==> src/rtl/float_div_pkg.sv <==
// Shared definitions for the float32 divider back end.
//   - special_t : operand class carried in the reciprocal word
//   - X_*       : bit offsets of the fields in the 37-bit reciprocal word
//   - state_t   : quotient FSM states
//   - QNAN/BIAS : canonical quiet NaN and binary32 exponent bias
package float_div_pkg;

  typedef enum logic [1:0] {
    SP_NORM = 2'b00,
    SP_ZERO = 2'b01,
    SP_INF  = 2'b10,
    SP_NAN  = 2'b11
  } special_t;

  // x = {sign[36], special[35:34], exp[33:24], man[23:0]}
  localparam int X_SIGN_BIT = 36;
  localparam int X_SP_LSB   = 34;
  localparam int X_EXP_LSB  = 24;
  localparam int X_EXP_W    = 10;
  localparam int X_MAN_LSB  = 0;
  localparam int X_HALF_W   = 12;  // multiplier slice of the 24-bit significand

  typedef enum logic [2:0] {
    IDLE,
    MUL_LO,
    MUL_HI,
    NORM,
    DONE
  } state_t;

  localparam logic [31:0] QNAN = 32'h7FC00000;
  localparam int          BIAS = 127;

endpackage

==> src/rtl/float_div_quot_round.sv <==
// Combinational normalise / round-to-nearest-even / range check / special
// select / pack for the divider quotient.
// Ports:
//   p      in  48  raw significand product (1.23 x 1.23 -> 2.46)
//   e      in  11  signed unbiased exponent before normalisation
//   sign   in   1  result sign
//   b_zero, b_inf, b_nan  in  dividend class flags
//   x_sp   in   2  reciprocal class (special_t)
//   q      out 32  packed binary32 result
module float_div_quot_round
  import float_div_pkg::*;
(
  input  logic [47:0] p,
  input  logic [10:0] e,
  input  logic        sign,
  input  logic        b_zero,
  input  logic        b_inf,
  input  logic        b_nan,
  input  special_t    x_sp,
  output logic [31:0] q
);

  logic [22:0] man_t;
  logic        guard;
  logic        sticky;
  logic [23:0] man_r;
  logic [12:0] exp_b;

  always_comb begin
    // Product lies in [1,4): a set top bit means one extra exponent step.
    if (p[47]) begin
      man_t  = p[46:24];
      guard  = p[23];
      sticky = |p[22:0];
    end else begin
      man_t  = p[45:23];
      guard  = p[22];
      sticky = |p[21:0];
    end

    // RNE: increment on guard unless an exact tie with an even LSB.
    // A carry out leaves man_r[22:0] all zero, which is the wanted mantissa.
    man_r = {1'b0, man_t} + 24'(guard & (sticky | man_t[0]));

    // 13 bits holds the biased exponent for every reachable input range.
    exp_b = {{2{e[10]}}, e} + 13'(p[47]) + 13'(man_r[23]) + 13'(BIAS);

    if (b_nan || x_sp == SP_NAN) begin
      q = QNAN;
    end else if (b_zero && x_sp == SP_INF) begin
      q = QNAN;
    end else if (b_inf && x_sp == SP_ZERO) begin
      q = QNAN;
    end else if (b_inf || x_sp == SP_INF) begin
      q = {sign, 8'hFF, 23'd0};
    end else if (b_zero || x_sp == SP_ZERO) begin
      q = {sign, 31'd0};
    end else if ($signed(exp_b) >= 13'sd255) begin
      q = {sign, 8'hFF, 23'd0};
    end else if ($signed(exp_b) <= 13'sd0) begin
      q = {sign, 31'd0};  // no denormal outputs
    end else begin
      q = {sign, exp_b[7:0], man_r[22:0]};
    end
  end

endmodule

==> src/rtl/float_div_cynw_cm_quot_e8_m23.sv <==
// Float32 divider back end: q = b * (1/a) from the dividend and the
// reciprocal word x. A 24x12 multiplier is shared over MUL_LO / MUL_HI to
// build the 48-bit product, then NORM rounds and packs into the q register.
// Ports:
//   aclk, areset (sync, active-high), astall (freezes all state)
//   in_valid/in_ready   operand handshake (b_sign, b_exp, b_man, x)
//   out_valid/out_ready quotient handshake (q, registered)
module float_div_cynw_cm_quot_e8_m23
  import float_div_pkg::*;
#(
  parameter int MAN_W = 23,
  parameter int EXP_W = 8,
  parameter int X_W   = 37
) (
  input  logic             aclk,
  input  logic             areset,
  input  logic             astall,
  input  logic             in_valid,
  output logic             in_ready,
  input  logic             b_sign,
  input  logic [EXP_W-1:0] b_exp,
  input  logic [MAN_W-1:0] b_man,
  input  logic [X_W-1:0]   x,
  output logic             out_valid,
  input  logic             out_ready,
  output logic [31:0]      q
);

  state_t           state_q, state_d;
  logic             b_sign_q, b_sign_d;
  logic [EXP_W-1:0] b_exp_q, b_exp_d;
  logic [MAN_W-1:0] b_man_q, b_man_d;
  logic [X_W-1:0]   x_q, x_d;
  logic [47:0]      acc_q, acc_d;
  logic [31:0]      q_q, q_d;
  logic             out_valid_q, out_valid_d;

  logic [MAN_W:0]    mb;
  logic [X_HALF_W-1:0] mul_sel;
  logic [35:0]       prod;
  logic [10:0]       e_w;
  logic [31:0]       q_round;
  logic              b_zero, b_inf, b_nan;

  // Denormal dividends get no hidden bit and are classed as zero below.
  assign mb      = {b_exp_q != '0, b_man_q};
  assign mul_sel = (state_q == MUL_LO) ? x_q[X_MAN_LSB +: X_HALF_W]
                                       : x_q[X_MAN_LSB + X_HALF_W +: X_HALF_W];
  assign prod    = 36'(mb) * 36'(mul_sel);

  // 11-bit two's-complement sum; x.exp is sign-extended from 10 bits.
  assign e_w = 11'(b_exp_q) - 11'(BIAS)
             + {x_q[X_EXP_LSB + X_EXP_W - 1], x_q[X_EXP_LSB +: X_EXP_W]};

  assign b_zero = (b_exp_q == '0);
  assign b_inf  = (b_exp_q == '1) && (b_man_q == '0);
  assign b_nan  = (b_exp_q == '1) && (b_man_q != '0);

  float_div_quot_round u_round (
    .p      (acc_q),
    .e      (e_w),
    .sign   (b_sign_q ^ x_q[X_SIGN_BIT]),
    .b_zero (b_zero),
    .b_inf  (b_inf),
    .b_nan  (b_nan),
    .x_sp   (special_t'(x_q[X_SP_LSB +: 2])),
    .q      (q_round)
  );

  always_comb begin
    state_d     = state_q;
    b_sign_d    = b_sign_q;
    b_exp_d     = b_exp_q;
    b_man_d     = b_man_q;
    x_d         = x_q;
    acc_d       = acc_q;
    q_d         = q_q;
    out_valid_d = out_valid_q;
    case (state_q)
      IDLE: begin
        if (in_valid) begin
          b_sign_d = b_sign;
          b_exp_d  = b_exp;
          b_man_d  = b_man;
          x_d      = x;
          state_d  = MUL_LO;
        end
      end
      MUL_LO: begin
        acc_d   = {12'd0, prod};
        state_d = MUL_HI;
      end
      MUL_HI: begin
        acc_d   = acc_q + {prod, 12'd0};
        state_d = NORM;
      end
      NORM: begin
        q_d         = q_round;
        out_valid_d = 1'b1;
        state_d     = DONE;
      end
      DONE: begin
        if (out_ready) begin
          out_valid_d = 1'b0;
          state_d     = IDLE;
        end
      end
      default: state_d = IDLE;
    endcase
  end

  // Stall freezes everything, so handshakes in a stalled cycle are ignored.
  always_ff @(posedge aclk) begin
    if (areset) begin
      state_q     <= IDLE;
      b_sign_q    <= 1'b0;
      b_exp_q     <= '0;
      b_man_q     <= '0;
      x_q         <= '0;
      acc_q       <= '0;
      q_q         <= '0;
      out_valid_q <= 1'b0;
    end else if (!astall) begin
      state_q     <= state_d;
      b_sign_q    <= b_sign_d;
      b_exp_q     <= b_exp_d;
      b_man_q     <= b_man_d;
      x_q         <= x_d;
      acc_q       <= acc_d;
      q_q         <= q_d;
      out_valid_q <= out_valid_d;
    end
  end

  // Combinational so a stalled cycle can never look like an acceptance.
  assign in_ready  = (state_q == IDLE) && !astall;
  assign out_valid = out_valid_q;
  assign q         = q_q;

endmodule

==> config.mk <==
export PLATFORM = sky130hd
export DESIGN_NAME = float_div_cynw_cm_quot_e8_m23
export DESIGN_NICKNAME = d
export VERILOG_FILES = /design/src/rtl/float_div_pkg.sv /design/src/rtl/float_div_quot_round.sv /design/src/rtl/float_div_cynw_cm_quot_e8_m23.sv
export SDC_FILE = /design/constraint.sdc
export NUM_CORES = 1
export LEC_CHECK = 0
export CORE_ASPECT_RATIO = 0.8
export CORE_MARGIN = 2
export CORE_UTILIZATION = 45
export DETAILED_ROUTE_END_ITERATION = 16
export PLACE_DENSITY_LB_ADDON = 0.3
export SYNTH_ARGS = -nofsm -noshare
export SYNTH_HDL_FRONTEND = slang
export SYNTH_SLANG_ARGS = --single-unit
==> constraint.sdc <==
create_clock -name aclk -period 15.43 [get_ports aclk]
set_clock_uncertainty 0.15 [all_clocks]
set_input_delay 3.086 -clock aclk [delete_from_list [all_inputs] [get_ports aclk]]
set_output_delay 3.086 -clock aclk [all_outputs]
set_load 0.1 [all_outputs]
==> flow_metrics.tcl <==
set metrics [dict create \
    setup_viol 0 \
    fin_nets 2719 \
    p_leak_nw 8.96 \
    rows 65 \
    cts_tree "yes" \
    synth.distinct_cells 70 \
    place.detailed.hpwl_mm 37.3 \
    die_area_um2 41900 \
    ys.flop_type "dfxtp_1" \
    gp_congestion 0.919 \
    clk_path_buf_depth 2 \
    cp.required_ps 15620 \
    num_vias 15600 \
    fin_tns_setup_ps 0 \
    fin_crit_ps 9680 \
    numCtsBuffers 17 \
    final_common_cell "nand2_1" \
    viasPerCell 5.48 \
    r2r-end "acc_q[47]" \
    slew_viol_final 0 \
    slew_headroom 0.303 \
    grt_max_degree 80 \
    place_ws_ps 5830 \
    start_util 0.458 \
    drive_gt1_frac 0.0416 \
    final_area_um2 20100 \
    grt_pass1_vias 15900 \
    netlist_area_um2 18100 \
    power_density_nw_per_um2 57.0 \
    placed_area_um2 19500 \
    hold_path.class "reg2reg" \
    synth_edf_count 0 \
    postRouteAntennaNets 0 \
    grt_first_pass_wirelength_mm 79.8 \
    diodes 0 \
    path_class "reg2reg" \
    drt_iter0_drc 1043 \
    grt_overflow_total 0 \
    synth_seq_cells 153 \
    whs_path_depth 2 \
    r2r_slack_ps 5750 \
    yosys_warnings 0 \
    utilization 0.508 \
    path_common_cell "fa_1" \
    fillCellCount 3835 \
    synth_top_family_by_area "adder cells" \
    pin_count 108 \
    worst_pin_slew_ps 1040 \
    drc_errors 0 \
    die_h_um 183 \
    timing.rr.start "state_q[0]" \
    synth_simple_gate_area_frac 0.203 \
    synth-compound-area-share 0.156 \
    hold_buffers 0 \
    cts.sinks 153 \
    h-tree-depth 4 \
    io_buffer_count 107 \
    synthXorXnorAreaFrac 0.0416 \
    avgSynthCellArea_um2 7.98 \
    drt_wl_total_mm 48.4 \
    cts_root_buf "clkbuf_16" \
    cp_max_fo 24 \
    period_share 0.627 \
    synthMuxAreaShare 0.0133 \
    vdd_drop_max_mv 0.0683 \
    worstRegToRegCells 31 \
    synthToLayoutAreaGrowth_pct 11.0 \
    wire_per_inst_um 17.0 \
    synth_nets 2692 \
    seq_area_frac_synth 0.169 \
    core-area_um2 39500 \
    crit_path_max_incr_delay_ps 830 \
    async_flop_share 0 \
    first_pass_iters 5 \
    cts_setup_buffers 0 \
    cp-start-kind "flip-flop" \
    outcome "complete, no violations" \
    hold_end "q[11]" \
    grt_setup_unrepaired "false" \
    cp-end-kind "flip-flop" \
    insertion_delay_ps 460 \
    track_usage 0.236 \
    dieWidth_um 228 \
    synth_cells 2268 \
    max_cap_violations 0 \
    cp_slowest_cell "nor3b_2" \
    post_cts_resized 0 \
    setup_ws_ps 5750 \
    synth_fa_ha_area_frac 0.334 \
    min-delay-start "q[11]" \
    final_cell_mix "nand2_1 (478), inv_1 (281), fa_1 (223)" \
    clkSlewWorstSetupHoldPaths_ps 70 \
    max_freq_mhz 103 \
    arrival_ps 9870 \
    antenna_found_initial 0 \
    finalPower_mw 1.15 \
    hold_viol 0 \
]
==> sequential cells by signal (all words and copies together) (netlist names) <==
signal	flops
acc_q	48
b_man_q	23
q	32
out_valid	1
x_q	37
b_sign_q	1
b_exp_q	8
state_q	3
==> synth_stat cells (14+ instances only) <==
cell type  count  area (um2)
a211oi_1      23         173
a21o_1        29         218
a21oi_1      176         881
a311oi_1      18         158
a31oi_1       18         113
and2_1        94         588
clkbuf_1     104         390
dfxtp_1      153        3060
fa_1         223        4460
ha_1         127        1590
inv_1        281        1050
mux2_2        17         191
nand2_1      479        1800
nand3_1       28         140
nor2_1       101         379
nor2b_1       14        87.6
nor3_1        23         115
o21a_1        17         128
o21ai_0       56         280
o21ai_2       20         175
xnor2_1       49         429
xor2_1        37         324
==> per-layer routing <==
metal  up-vias  track usage  share of wire
met5         -            0              0
met4         0       0.0706          0.022
met3        77       0.0425          0.066
met2       502        0.390           0.46
met1      7541        0.317           0.45
li1       7462            -              -
==> critical path: cells and delay by family, from the launching register on <==
kind,cells,cell delay [ps]
multiplexers,1,750
adder cells (fa/ha/maj),7,3130
buffers and inverters,3,140
XOR/XNOR,2,400
AO/OA/AOI/OAI,12,2840
flip-flops,1,480
AND/OR/NAND/NOR,6,1640
==> worst max path at each step <==
stage	from	endpoint	slack [ps]	depth (start not counted)
final	state_q[0]	acc_q[47]	5750	31
after global routing	state_q[0]	acc_q[47]	5030	30
after CTS	state_q[0]	acc_q[47]	5800	31
after detailed placement	state_q[0]	acc_q[47]	5830	31
after global placement	state_q[0]	acc_q[47]	6020	30
after floorplan	astall	in_ready	5990	2
==> where the power goes <==
| part | total, mW | internal [mW] | switching (mW) | leakage (nW) |
|---|---|---|---|---|
| Sequential | 0.442 | 0.410 | 0.0318 | 1.24 |
| Clock | 0.420 | 0.229 | 0.190 | 0.272 |
| Combinational | 0.284 | 0.107 | 0.177 | 7.44 |
==> metrics by stage <==
stage | hold WS (ps) | instances
6_report | 302 | 2844
5_1_grt | 328 | 2844
4_1_cts | 303 | 2844
3_5_place_dp | 290 | 2812
3_3_place_gp | 286 | 2812
2_1_floorplan | 282 | 2268
==> kinds of logic (layout without fill, tap and decap cells) <==
logic type / after synthesis / in the layout
AOI/OAI and AO/OA: 443 / 443
xor gates and xnor gates: 86 / 86
adders and majority gates: 350 / 350
buffers and inverters: 392 / 432
DFF: 153 / 153
muxes: 22 / 22
and+or+nand+nor: 822 / 822
==> area by class of cell <==
type / count / area (um2) / share of cell area
clock inverters: 14 / 134 / 0.00666
flip-flops and latches: 153 / 3060 / 0.152
multi-input cells: 1723 / 13600 / 0.676
clock buffers: 18 / 439 / 0.0219
well taps: 536 / 671 / 0.0334
inverters: 282 / 1060 / 0.0527
repair buffers: 118 / 1150 / 0.0573
No activity file was read; power rests on OpenSTA's default activity.
